--- src/rtl/ps2_pkg.sv ---
// Shared definitions for the PS/2 host path: state encodings, keyboard
// command bytes, timing defaults and small helpers.
package ps2_pkg;

  typedef logic [2:0] state_t;

  localparam state_t ST_IDLE      = 3'd0;
  localparam state_t ST_INHIBIT   = 3'd1;
  localparam state_t ST_RTS       = 3'd2;
  localparam state_t ST_BITS      = 3'd3;
  localparam state_t ST_ACK       = 3'd4;
  localparam state_t ST_WAIT_IDLE = 3'd5;

  localparam logic [7:0] CMD_SET_LED = 8'hED;
  localparam logic [7:0] CMD_ENABLE  = 8'hF4;
  localparam logic [7:0] CMD_RESET   = 8'hFF;

  // 100 MHz system clock: 120 us inhibit, 20 ms per-edge watchdog.
  localparam int DEF_INHIBIT_CYC = 12000;
  localparam int DEF_TIMEOUT_CYC = 2000000;
  localparam int DEF_SYNC_STAGES = 2;

  // PS/2 frames carry odd parity over the eight data bits.
  function automatic logic odd_parity(input logic [7:0] b);
    return ~^b;
  endfunction

  // One counter serves both the inhibit delay and the watchdog.
  function automatic int cnt_width(input int a, input int b);
    return $clog2((a > b) ? a : b) + 1;
  endfunction

endpackage

--- src/rtl/ps2_line_sync.sv ---
// Synchronises the raw PS/2 clock and data lines into the system clock
// domain and flags falling edges of the device clock. Shared with the
// receive path.
module ps2_line_sync
  import ps2_pkg::*;
#(
  parameter int SYNC_STAGES = DEF_SYNC_STAGES
) (
  input  logic clk,
  input  logic rst,
  input  logic line_clk,
  input  logic line_data,
  output logic clk_s,
  output logic data_s,
  output logic fall
);

  logic [SYNC_STAGES-1:0] clk_sr;
  logic [SYNC_STAGES-1:0] data_sr;
  logic                   clk_prev;

  // Synchroniser chains plus one history bit for edge detection. Idle bus
  // level is high, so resetting to 1 avoids a phantom fall after reset.
  always_ff @(posedge clk or posedge rst) begin
    if (rst) begin
      clk_sr   <= '1;
      data_sr  <= '1;
      clk_prev <= 1'b1;
    end else begin
      clk_sr   <= {clk_sr[SYNC_STAGES-2:0], line_clk};
      data_sr  <= {data_sr[SYNC_STAGES-2:0], line_data};
      clk_prev <= clk_sr[SYNC_STAGES-1];
    end
  end

  assign clk_s  = clk_sr[SYNC_STAGES-1];
  assign data_s = data_sr[SYNC_STAGES-1];
  assign fall   = clk_prev & ~clk_s;

endmodule

--- src/rtl/ps2_host_tx.sv ---
// PS/2 host-to-device transmitter: inhibits the bus, issues request-to-send,
// shifts out one command byte on device clock falls, then checks the ACK.
// Drives the shared lines only through open-drain enables.
module ps2_host_tx
  import ps2_pkg::*;
#(
  parameter int INHIBIT_CYC = DEF_INHIBIT_CYC,
  parameter int TIMEOUT_CYC = DEF_TIMEOUT_CYC,
  parameter int SYNC_STAGES = DEF_SYNC_STAGES
) (
  input  logic       clk,
  input  logic       rst,
  input  logic [7:0] tx_data,
  input  logic       tx_valid,
  output logic       tx_ready,
  input  logic       ps2_clk_in,
  input  logic       ps2_data_in,
  output logic       ps2_clk_oe,
  output logic       ps2_data_oe,
  output logic       busy,
  output logic       done,
  output logic       ack_err,
  output logic       timeout
);

  localparam int CNT_W = cnt_width(INHIBIT_CYC, TIMEOUT_CYC);
  localparam logic [CNT_W-1:0] INH_START = CNT_W'(INHIBIT_CYC - 2);
  localparam logic [CNT_W-1:0] INH_LAST  = CNT_W'(INHIBIT_CYC - 1);
  localparam logic [CNT_W-1:0] TO_LAST   = CNT_W'(TIMEOUT_CYC - 1);

  state_t           state;
  logic [CNT_W-1:0] cnt;
  logic [9:0]       shift;    // {stop, parity, data[7:0]}, LSB goes first
  logic [3:0]       bit_cnt;
  logic             ack_ok;
  logic             clk_s;
  logic             data_s;
  logic             fall;

  ps2_line_sync #(.SYNC_STAGES(SYNC_STAGES)) u_sync (
    .clk       (clk),
    .rst       (rst),
    .line_clk  (ps2_clk_in),
    .line_data (ps2_data_in),
    .clk_s     (clk_s),
    .data_s    (data_s),
    .fall      (fall)
  );

  assign tx_ready = (state == ST_IDLE);
  assign busy     = (state != ST_IDLE);

  // Frame sequencer: state, shared inhibit/watchdog counter, shifter,
  // registered open-drain enables and single-cycle status pulses.
  // NOTE: all state here uses non-blocking assignment so every branch sees
  // the pre-edge values; blocking would make the result order-dependent.
  always_ff @(posedge clk or posedge rst) begin
    if (rst) begin
      state       <= ST_IDLE;
      cnt         <= '0;
      shift       <= '0;
      bit_cnt     <= '0;
      ack_ok      <= 1'b0;
      ps2_clk_oe  <= 1'b0;
      ps2_data_oe <= 1'b0;
      done        <= 1'b0;
      ack_err     <= 1'b0;
      timeout     <= 1'b0;
    end else begin
      // NOTE: status outputs default low each cycle so any set below is a
      // one-cycle pulse.
      done    <= 1'b0;
      ack_err <= 1'b0;
      timeout <= 1'b0;

      case (state)
        ST_IDLE: begin
          if (tx_valid) begin
            shift      <= {1'b1, odd_parity(tx_data), tx_data};
            cnt        <= '0;
            ps2_clk_oe <= 1'b1;
            state      <= ST_INHIBIT;
          end
        end

        ST_INHIBIT: begin
          cnt <= cnt + 1'b1;
          // Start bit goes down one cycle before the clock is released.
          if (cnt == INH_START) ps2_data_oe <= 1'b1;
          if (cnt == INH_LAST) begin
            ps2_clk_oe <= 1'b0;
            cnt        <= '0;
            state      <= ST_RTS;
          end
        end

        ST_RTS, ST_BITS, ST_ACK, ST_WAIT_IDLE: begin
          // A fall always beats watchdog expiry and restarts the count.
          if (fall) begin
            cnt <= '0;
            case (state)
              ST_RTS: begin
                // This fall clocks the start bit into the device.
                bit_cnt <= '0;
                state   <= ST_BITS;
              end
              ST_BITS: begin
                ps2_data_oe <= ~shift[0];
                shift       <= shift >> 1;
                bit_cnt     <= bit_cnt + 1'b1;
                if (bit_cnt == 4'd9) state <= ST_ACK;
              end
              ST_ACK: begin
                ack_ok <= ~data_s;
                state  <= ST_WAIT_IDLE;
              end
              default: ;
            endcase
          end else if (state == ST_WAIT_IDLE && clk_s && data_s) begin
            done    <= ack_ok;
            ack_err <= ~ack_ok;
            state   <= ST_IDLE;
          end else if (cnt == TO_LAST) begin
            ps2_clk_oe  <= 1'b0;
            ps2_data_oe <= 1'b0;
            timeout     <= 1'b1;
            state       <= ST_IDLE;
          end else begin
            cnt <= cnt + 1'b1;
          end
        end

        default: begin
          ps2_clk_oe  <= 1'b0;
          ps2_data_oe <= 1'b0;
          state       <= ST_IDLE;
        end
      endcase
    end
  end

endmodule

--- config.mk ---
export PLATFORM = sky130hd
export DESIGN_NAME = ps2_host_tx
export DESIGN_NICKNAME = d
export VERILOG_FILES = /design/src/rtl/ps2_pkg.sv /design/src/rtl/ps2_line_sync.sv /design/src/rtl/ps2_host_tx.sv
export SDC_FILE = /design/constraint.sdc
export NUM_CORES = 1
export LEC_CHECK = 0
export ABC_CLOCK_PERIOD_IN_PS = 2200
export BUFFER_PORTS_ARGS = -buffer_cell sky130_fd_sc_hd__buf_2
export CAP_MARGIN = 30
export CORE_ASPECT_RATIO = 2
export CORE_UTILIZATION = 45
export CTS_CLUSTER_SIZE = 8
export DETAILED_ROUTE_END_ITERATION = 6
export PLACE_DENSITY = 0.71
export SYNTH_ARGS = -nofsm -noshare
export SYNTH_HDL_FRONTEND = slang
export SYNTH_HIERARCHICAL = 1
export SYNTH_SLANG_ARGS = --single-unit
--- constraint.sdc ---
create_clock -name clk -period 2.2 [get_ports clk]
set_clock_uncertainty 0.2 [all_clocks]
set_input_delay 0 -clock clk [delete_from_list [all_inputs] [get_ports clk]]
set_output_delay 0 -clock clk [all_outputs]
set_load 0.005 [all_outputs]
==> results.toml, run 1 <==
[cells_and_area]
nets = 381
diodes = 0
syn2layout_area_growth_pct = 31.82
multiInputGateArea_sq_mm = 0.001498
seqCellArea_sq_mm = 0.001257
nFillCells = 511
drive_gt1_share_pct = 28.22
finalInstanceArea_sq_mm = 0.003638

[pwr]
power_density_mw_per_mm2 = 1073
p_int_uw = 2444
ir_worst_vdd_mv = 0.7039
seqPwrFrac_pct = 32.8
pwr-share-clk_pct = 20.1
power.total_uw = 3904
swShare_pct = 37.40
switchingPower_uw = 1460
combPwrFrac_pct = 47.1
p_leak_uw = 0.001579

[grt]
grt.busiest_layer = "met2"
gr-usage-met3_pct = 4.000
grt_util_all_layers_pct = 23.92
grt_pass1_vias = 2587
antenna_found_initial = 0
grt_pass1_wl_mm = 11.71
use_met1_pct = 22.62
grt_start_max_net_pins = 28
global_route.usage.met2_pct = 43.80
grt_remaining_overflow = 0

[critical_path]
worstSetupPathType = "reg -> reg"
crit_path_cell_trace = "buf_4, or3_1, or4_4, o21ai_4, clkbuf_16, o31ai_1, a21oi_1"
cp_slowest_cell = "or4_4"
critPathCaptureType = "flop"
critical-path-max-stage-delay_ns = 0.43
crit_fanout = 8
start_kind = "flop"
arrival_ns = 2.31
cp.required_ns = 2.22

[timing]
fin_crit_ns = 2.291
tightest_slew_ns = 0.7536
slew_violations = 0
period_share_pct = 104.1
relSlewSlack_pct = 49.45
finalWorstSetupSlack_ns = -0.09097
setup_viol = 23
grt_setup_unrepaired = "true"
fmax_mhz = 436.5
hold_viol = 0
setup_tns_ns = -0.8076

[cts]
cts_buffer_depth = 2
insertion_delay_ns = 0.29
cts_tree = "done"
cts_sinks = 50
cts_root_buffer = "clkbuf_16"
numCtsBuffers = 5
clkTransAtPathRegs_ns = 0.07
htreeDepth = 2

[detailed_routing]
wire_per_inst_um = 16.90
drtAntennaViolNets = 0
wl_mm = 7.235
num_vias = 2501
viasPerCell = 5.843
drt_iter0_drc = 135
dr.pass1.iters = 7
drc = 2

[synth]
synth_edf_count = 0
synth_common_cells = "45 x dfrtp_1, 31 x nor2_1, 23 x a21oi_1"
synthTopCellsByArea = "dfrtp_1 41%, dfstp_2 4.8%, nor2_1 4.2%, a21oi_1 4.2%, mux2i_1 3.6%"
synth.avg_cell_area_sq_um = 9.485
synth_top_area_share_pct = 40.80
yosysMostFrequentCell = "dfrtp_1"
synth_cells = 291
mappedNetlistNets = 308
yosys_warnings = 6
ys.flop_type = "dfrtp_1"
seq_area_frac_synth_pct = 45.56
synth_seq_cells = 50
netlist_area_sq_mm = 0.002760
synthDistinctLibCells = 54
async_flop_share_pct = 100.0
yosysTopAreaCell = "dfrtp_1"

[placement]
place.gp.congestion = 0.8817
pre_cts_slack_ns = -0.04061
place_area_sq_mm = 0.003268
io_buffers = 19
dpl.hpwl_mm = 5.019

[hold_path]
hp-class = "in -> async"

[floorplan]
dieHeight_um = 112.8
die_area_sq_mm = 0.006470
start_util_pct = 46.34
rows = 40
die_width_um = 57.38
coreArea_sq_mm = 0.005956
io_pins = 20

[run]
cap_viol_max_count = 0

[run_status]
status = "finished, violations left"
failed_checks = "design-rule violations, negative setup slack"
## state kept, by name, indices dropped and copies added (netlist names)
signal / count
ack_err: 1
done: 1
u_sync/data_sr: 2
ack_ok: 1
cnt: 22
shift: 10
timeout: 1
u_sync/clk_prev: 1
ps2_data_oe: 1
state: 3
bit_cnt: 4
u_sync/clk_sr: 2
ps2_clk_oe: 1
## what timing repair did
item	in CTS	in global routing
gates cloned	0	1
endpoints found under the setup margin	1	24
endpoints found under the hold margin	61	0
resized for setup	0	19
pin swaps	1	8
buffers inserted	1	1
hold buffers	12	0
## cell usage in the layout, fill, tap and decap left out, types with 4 or more instances in the layout
cell type | Yosys | layout
or3_1 | 9 | 8
o21ai_0 | 17 | 11
mux2i_1 | 10 | 10
buf_4 | 0 | 43
nor4_1 | 7 | 6
xnor2_1 | 11 | 11
nand4_1 | 6 | 6
nand2_1 | 15 | 14
dfstp_2 | 5 | 5
clkbuf_16 | 0 | 6
o21ai_1 | 1 | 7
nor2_1 | 31 | 31
nand3_1 | 17 | 17
inv_1 | 9 | 8
buf_2 | 2 | 19
dlygate4sd3_1 | 0 | 12
nor3_1 | 9 | 7
xor2_1 | 10 | 10
a21oi_1 | 23 | 21
and3_1 | 5 | 4
dfrtp_1 | 45 | 45
## stage by stage
step / cells / hold slack (ns) / util [%]
final: 428 / 0.1055 / 61.09
after global routing: 428 / 0.1588 / 61.09
after CTS: 426 / 0.1244 / 59.50
after detailed placement: 405 / -0.1164 / 54.87
after global placement: 405 / -0.1252 / 54.87
after floorplan: 291 / -0.2229 / -
## final cells by class
type | instances | share of cell area, %
Clock buffer | 7 | 3.920
Tap cell | 63 | 2.166
Multi-Input combinational cell | 220 | 41.16
Sequential cell | 50 | 34.56
Timing Repair Buffer | 78 | 17.13
Clock inverter | 1 | 0.1376
Inverter | 9 | 0.9285
## path summary, 6_finish.rpt
| kind | depth (start not counted) | startpoint | endpoint | slack, ns |
|---|---|---|---|---|
| worst max-delay path | 7 | cnt[11]$_DFFE_PP0P_ | cnt[11]$_DFFE_PP0P_ | -0.09 |
| worst min-delay path | 3 | rst | timeout$_DFF_PP0_ | 0.11 |
| worst max register to register | 7 | cnt[11]$_DFFE_PP0P_ | cnt[11]$_DFFE_PP0P_ | -0.09 |
| worst min register to register | 0 | u_sync/clk_sr[0]$_DFF_PP1_ | u_sync/clk_sr[1]$_DFF_PP1_ | 0.16 |
| max in group asynchronous | 4 | rst | cnt[4]$_DFFE_PP0P_ | 1.16 |
| min in group clk | 0 | u_sync/clk_sr[0]$_DFF_PP1_ | u_sync/clk_sr[1]$_DFF_PP1_ | 0.16 |
## worst max-delay path: cells and delay by family (launching register included)
kind | cells | cell delay, ns
flip-flops | 1 | 0.39
AO/OA/AOI/OAI | 3 | 0.48
buffers and inverters | 2 | 0.36
AND/OR/NAND/NOR | 2 | 0.79
## logic make-up (layout without fill, tap and decap cells)
logic type,after synthesis,count (layout),synth area share (%)
and+or+nand+nor,125,125,25.48
buffers and inverters,21,95,3.218
muxes,11,11,4.035
DFF,50,50,45.56
xor gates and xnor gates,21,21,6.663
AOI/OAI and AO/OA,59,59,13.24
adders and majority gates,4,4,1.813
## power groups by stage
stage	combinational [uW]	clock, uW	sequential [uW]
after floorplan	1090	0	1260
after global placement	1650	0	1290
after detailed placement	1670	0	1290
after CTS	1710	794	1280
after global routing	2010	830	1310
final	1840	784	1280
## metal layers
metal / vias up / wire, um
li1: 1195 / -
met4: 0 / 437
met5: - / 0
met3: 31 / 172
met1: 1210 / 2562
met2: 65 / 4063
Note: power is estimated with default switching activity, not from simulation.
==> inputs of run 2 (changes only) <==
--- a/config.mk
+++ b/config.mk
@@ -10,7 +10,9 @@
 export CAP_MARGIN = 30
+export CELL_PAD_IN_SITES_DETAIL_PLACEMENT = 1
+export CELL_PAD_IN_SITES_GLOBAL_PLACEMENT = 2
 export CORE_ASPECT_RATIO = 2
-export CORE_UTILIZATION = 45
+export CORE_UTILIZATION = 34
 export CTS_CLUSTER_SIZE = 8
 export DETAILED_ROUTE_END_ITERATION = 6
-export PLACE_DENSITY = 0.71
+export PLACE_DENSITY = 0.8
 export SYNTH_ARGS = -nofsm -noshare
--- a/constraint.sdc
+++ b/constraint.sdc
@@ -4,2 +4,2 @@
 set_output_delay 0 -clock clk [all_outputs]
-set_load 0.005 [all_outputs]
+set_load 0.02 [all_outputs]
==> results.toml, run 2 (synthesized netlist as in run 1, its figures left out) <==
[critical_path]
arrival_ns = 2.39
r2r-start = "cnt[11]$_DFFE_PP0P_"
crit_fanout = 8
worstSetupPathType = "reg -> reg"
start_kind = "flop"
critPathCaptureType = "flop"
cp_slowest_cell = "or4_4"
cp.required_ns = 2.22
crit_start = "cnt[11]$_DFFE_PP0P_"
crit_path_cell_trace = "buf_6, or3_1, or4_4, o21ai_4, clkbuf_16, o21ai_0, a21oi_1"
critical-path-max-stage-delay_ns = 0.43

[detailed_routing]
viasPerCell = 5.520
wl_mm = 8.695
drc = 0
dr.pass1.iters = 4
drt_iter0_drc = 109
drtAntennaViolNets = 0
num_vias = 2600
wire_per_inst_um = 18.46

[run_status]
status = "finished, violations left"
failed_checks = "negative setup slack"

[cells_and_area]
final_common_cell = "buf_4"
largest_register_ffs = 22
layout_common_cells = "51 x buf_4, 45 x dfrtp_1, 31 x nor2_1, 22 x a21oi_1, 19 x buf_2"
syn2layout_area_growth_pct = 37.85
drive_gt1_share_pct = 30.67
finalInstanceArea_sq_mm = 0.003805
nets = 391
diodes = 0
reg.largest.list = "cnt: 22 flops, shift: 10 flops, bit_cnt: 4 flops"
largest_register = "cnt"

[pwr]
pwr-share-clk_pct = 19.2
power_density_mw_per_mm2 = 1094
swShare_pct = 38.80
p_int_uw = 2549
p_leak_uw = 0.001635
ir_worst_vdd_mv = 0.5489
combPwrFrac_pct = 50.0
switchingPower_uw = 1616
seqPwrFrac_pct = 30.7

[floorplan]
start_util_pct = 35.00
coreArea_sq_mm = 0.007885
die_width_um = 65.71
io_pins = 20
rows = 46
dieHeight_um = 129.4
die_area_sq_mm = 0.008504

[timing]
grt_setup_unrepaired = "true"
tightest_slew_ns = 0.5625
setup_viol = 15
period_share_pct = 107.6
finalWorstSetupSlack_ns = -0.1675
fin_crit_ns = 2.367
relSlewSlack_pct = 62.42
slew_violations = 0
hold_viol = 0
fmax_mhz = 422.4

[cts]
cts_sinks = 50
cts_root_buffer = "clkbuf_16"
cts_tree = "done"
cts_buffer_depth = 2
htreeDepth = 2
numCtsBuffers = 5
clkTransAtPathRegs_ns = 0.07
insertion_delay_ns = 0.30

[placement]
io_buffers = 19
place_area_sq_mm = 0.003359
place.gp.congestion = 0.8924
pre_cts_slack_ns = -0.06840
dpl.hpwl_mm = 6.169

[grt]
grt_start_max_net_pins = 25
grt_remaining_overflow = 0
grt_pass1_wl_mm = 13.73
antenna_found_initial = 0
grt_util_all_layers_pct = 21.91
grt_pass1_vias = 2835

[run]
cap_viol_max_count = 0

[hold_path]
hp-class = "in -> async"
## run 2: what timing repair did
| action | 4_1_cts | 5_1_grt |
|---|---|---|
| cloned | 0 | 2 |
| endpoints found under the setup margin | 24 | 25 |
| endpoints found under the hold margin | 61 | 0 |
| pin swaps | 2 | 7 |
| buffers inserted | 3 | 2 |
| resized for setup | 5 | 16 |
| hold buffers | 12 | 0 |
## run 2: per-stage QoR
stage               utilization [%]  hold WS, ns  TNS (ns)  power (uW)  cells
floorplan                         -      -0.2229   -0.5617        2402    291
global placement              42.61     -0.09569  -0.04828        3045    444
detailed placement            42.61     -0.09546   -0.2126        3107    444
CTS                           46.54       0.1302   -0.1172        3960    467
global route                  48.25       0.1572    -2.459        4415    471
finish                        48.25       0.1076   -0.6481        4164    471
## run 2: power groups by stage
stage / clock, uW / combinational (uW) / sequential, uW
after floorplan: 0 / 1120 / 1280
after global placement: 0 / 1760 / 1280
after detailed placement: 0 / 1810 / 1290
after CTS: 825 / 1860 / 1280
after global routing: 858 / 2250 / 1310
final: 801 / 2080 / 1280
## run 2: per-layer routing
metal,up-vias,share of wire (%),track usage (%),routed length [um]
met3,32,1.9,3.345,166
met1,1302,35,20.04,3014
met2,47,58,42.68,5019
li1,1219,-,-,-
met4,0,5.7,13.43,496
met5,-,0,0,0
## run 2: final timing paths
check	end	slack [ns]	cells after the start
setup / recovery	cnt[7]$_DFFE_PP0P_	-0.17	7
hold / removal	ack_ok$_DFFE_PP0P_	0.11	3
setup reg to reg	cnt[7]$_DFFE_PP0P_	-0.17	7
hold reg to reg	u_sync/data_sr[1]$_DFF_PP1_	0.16	0
max in group asynchronous	shift[3]$_DFFE_PP0P_	1.18	4
min in group clk	u_sync/clk_sr[0]$_DFF_PP1_	0.15	2
## run 2: area by class of cell
type | count | area (sq um)
multi-input cells | 220 | 1528
flip-flops and latches | 50 | 1257
well taps | 96 | 120.1
fillers | 914 | 4080
repair buffers | 88 | 719.4
clock buffers | 8 | 146.4
inverters | 9 | 33.78
## run 2: critical path: cells and delay by family (launching register included)
kind / cells / cell delay (ns)
and+or+nand+nor: 2 / 0.80
buffers and inverters: 2 / 0.34
DFF: 1 / 0.41
AOI/OAI and AO/OA: 3 / 0.54
==> inputs of run 3 (changes only) <==
PLACE_DENSITY = 0.78   (was 0.8)
==> results.toml, run 3 (synthesized netlist as in run 1, its figures left out) <==
[floorplan]
io_pins = 20
die_area_sq_mm = 0.008504
dieHeight_um = 129.4
die_width_um = 65.71
rows = 46
start_util_pct = 35.00
coreArea_sq_mm = 0.007885

[pwr]
combPwrFrac_pct = 53.7
power_density_mw_per_mm2 = 1163
ir_worst_vdd_mv = 0.5386
pwr-share-clk_pct = 18.8
switchingPower_uw = 1830
swShare_pct = 39.12
power.total_uw = 4676
p_int_uw = 2847
seqPwrFrac_pct = 27.4
p_leak_uw = 0.001667

[timing]
tightest_slew_ns = 0.5900
setup_viol = 23
fmax_mhz = 434.7
hold_viol = 0
fin_crit_ns = 2.301
period_share_pct = 104.6
hold_ws_ns = 0.1356
slew_violations = 0
finalWorstSetupSlack_ns = -0.1007
grt_setup_unrepaired = "true"
relSlewSlack_pct = 60.61

[cells_and_area]
reg.largest.list = "cnt: 22 flops, shift: 10 flops, bit_cnt: 4 flops"
final_common_cell = "buf_4"
syn2layout_area_growth_pct = 45.65
fin_cells = 476
layout_common_cells = "53 x buf_4, 45 x dfrtp_1, 19 x buf_2, 17 x nor2_1, 16 x nand3_1"
drive_gt1_share_pct = 37.89
nFillCells = 896
largest_register_ffs = 22
diodes = 0
largest_register = "cnt"
nets = 396

[grt]
grt_pass1_wl_mm = 13.56
grt_util_all_layers_pct = 21.52
antenna_found_initial = 0
grt_pass1_vias = 2813
grt_remaining_overflow = 0
grt_start_max_net_pins = 25

[placement]
place.gp.congestion = 0.8517
placed_cells = 444
dpl.hpwl_mm = 6.388
io_buffers = 19

[cts]
clkTransAtPathRegs_ns = 0.07
cts_sinks = 50
cts_buffer_depth = 2
htreeDepth = 2
insertion_delay_ns = 0.30
numCtsBuffers = 5
cts_root_buffer = "clkbuf_16"
cts_tree = "done"

[run_status]
failed_checks = "negative setup slack"
status = "finished, violations left"

[critical_path]
critPathCaptureType = "flop"
cp.required_ns = 2.18
start_kind = "flop"
worstSetupPathType = "reg -> reg"
arrival_ns = 2.28
crit_fanout = 3

[hold_path]
hp-class = "in -> async"

[detailed_routing]
wire_per_inst_um = 19.04
num_vias = 2624
wl_mm = 9.065
drc = 0
drt_iter0_drc = 123
dr.pass1.iters = 4
viasPerCell = 5.513
drtAntennaViolNets = 0

[run]
cap_viol_max_count = 0
## run 3: changes by cell type in the layout (fill, tap and decap cells not counted), moves of 3 or more
cell     change
nor2_1      -14
nor2_4      +11
a21oi_1      -7
a21oi_2      +7
nor2_2       +3
## run 3: worst max-delay path, cell delays in order, from the launching register on
cell and delay, ns:
dfrtp_1 0.47, and3_1 0.33, nand4_4 0.12, or4_4 0.51
a211oi_2 0.24, mux2_4 0.32
## run 3: layer usage
metal / GRT usage, % / share of wire [%]
met1: 19.59 / 33
met2: 41.42 / 57
met3: 3.609 / 2.3
met4: 14.07 / 7.2
met5: 0 / 0
## run 3: final timing paths
check                                             from                     endpoint  slack [ns]  cells after the start
min reg2reg                u_sync/data_sr[0]$_DFF_PP1_  u_sync/data_sr[1]$_DFF_PP1_        0.16                      0
max in group asynchronous                          rst         shift[5]$_DFFE_PP0P_        1.13                      4
min                                                rst          cnt[13]$_DFFE_PP0P_        0.14                      3
min in group clk                            ps2_clk_in   u_sync/clk_sr[0]$_DFF_PP1_        0.15                      2
max                                 cnt[5]$_DFFE_PP0P_         state[0]$_DFFE_PP0P_       -0.10                      5
max reg2reg                         cnt[5]$_DFFE_PP0P_         state[0]$_DFFE_PP0P_       -0.10                      5
## run 3: final cells by class
class                   instances  area [sq um]  area share [%]
multi-input cells             220          1660           41.30
flip-flops and latches         50          1257           31.28
repair buffers                 93         785.8           19.55
clock buffers                   7         132.6           3.299
well taps                      96         120.1           2.988
inverters                       9         33.78          0.8403
clock inverters                 1         30.03          0.7470
## run 3: what timing repair did
item | CTS | global route
hold buffers | 12 | 0
gates resized for setup | 3 | 53
cloned | 0 | 3
hold endpoints to repair | 39 | 0
setup buffers | 3 | 6
pin swaps | 4 | 19
endpoints found under the setup margin | 14 | 25
## run 3: power groups by stage
stage | registers (uW) | logic, uW | clock network [uW]
after floorplan | 1280 | 1120 | 0
after global placement | 1290 | 1760 | 0
after detailed placement | 1300 | 1820 | 0
after CTS | 1280 | 1870 | 908
after global routing | 1310 | 2700 | 947
final | 1280 | 2510 | 880
## run 3: stage by stage
| step | worst slack [ns] | util, % | setup TNS, ns | instance area (sq um) |
|---|---|---|---|---|
| finish | -0.1007 | 50.98 | -1.455 | 4020 |
| global route | -0.1544 | 50.98 | -2.627 | 4020 |
| CTS | -0.08016 | 46.70 | -0.08168 | 3682 |
| detailed placement | -0.07761 | 42.61 | -0.1254 | 3359 |
| global placement | -0.02450 | 42.61 | -0.02450 | 3359 |
| floorplan | -0.07920 | - | -0.5617 | 2791 |
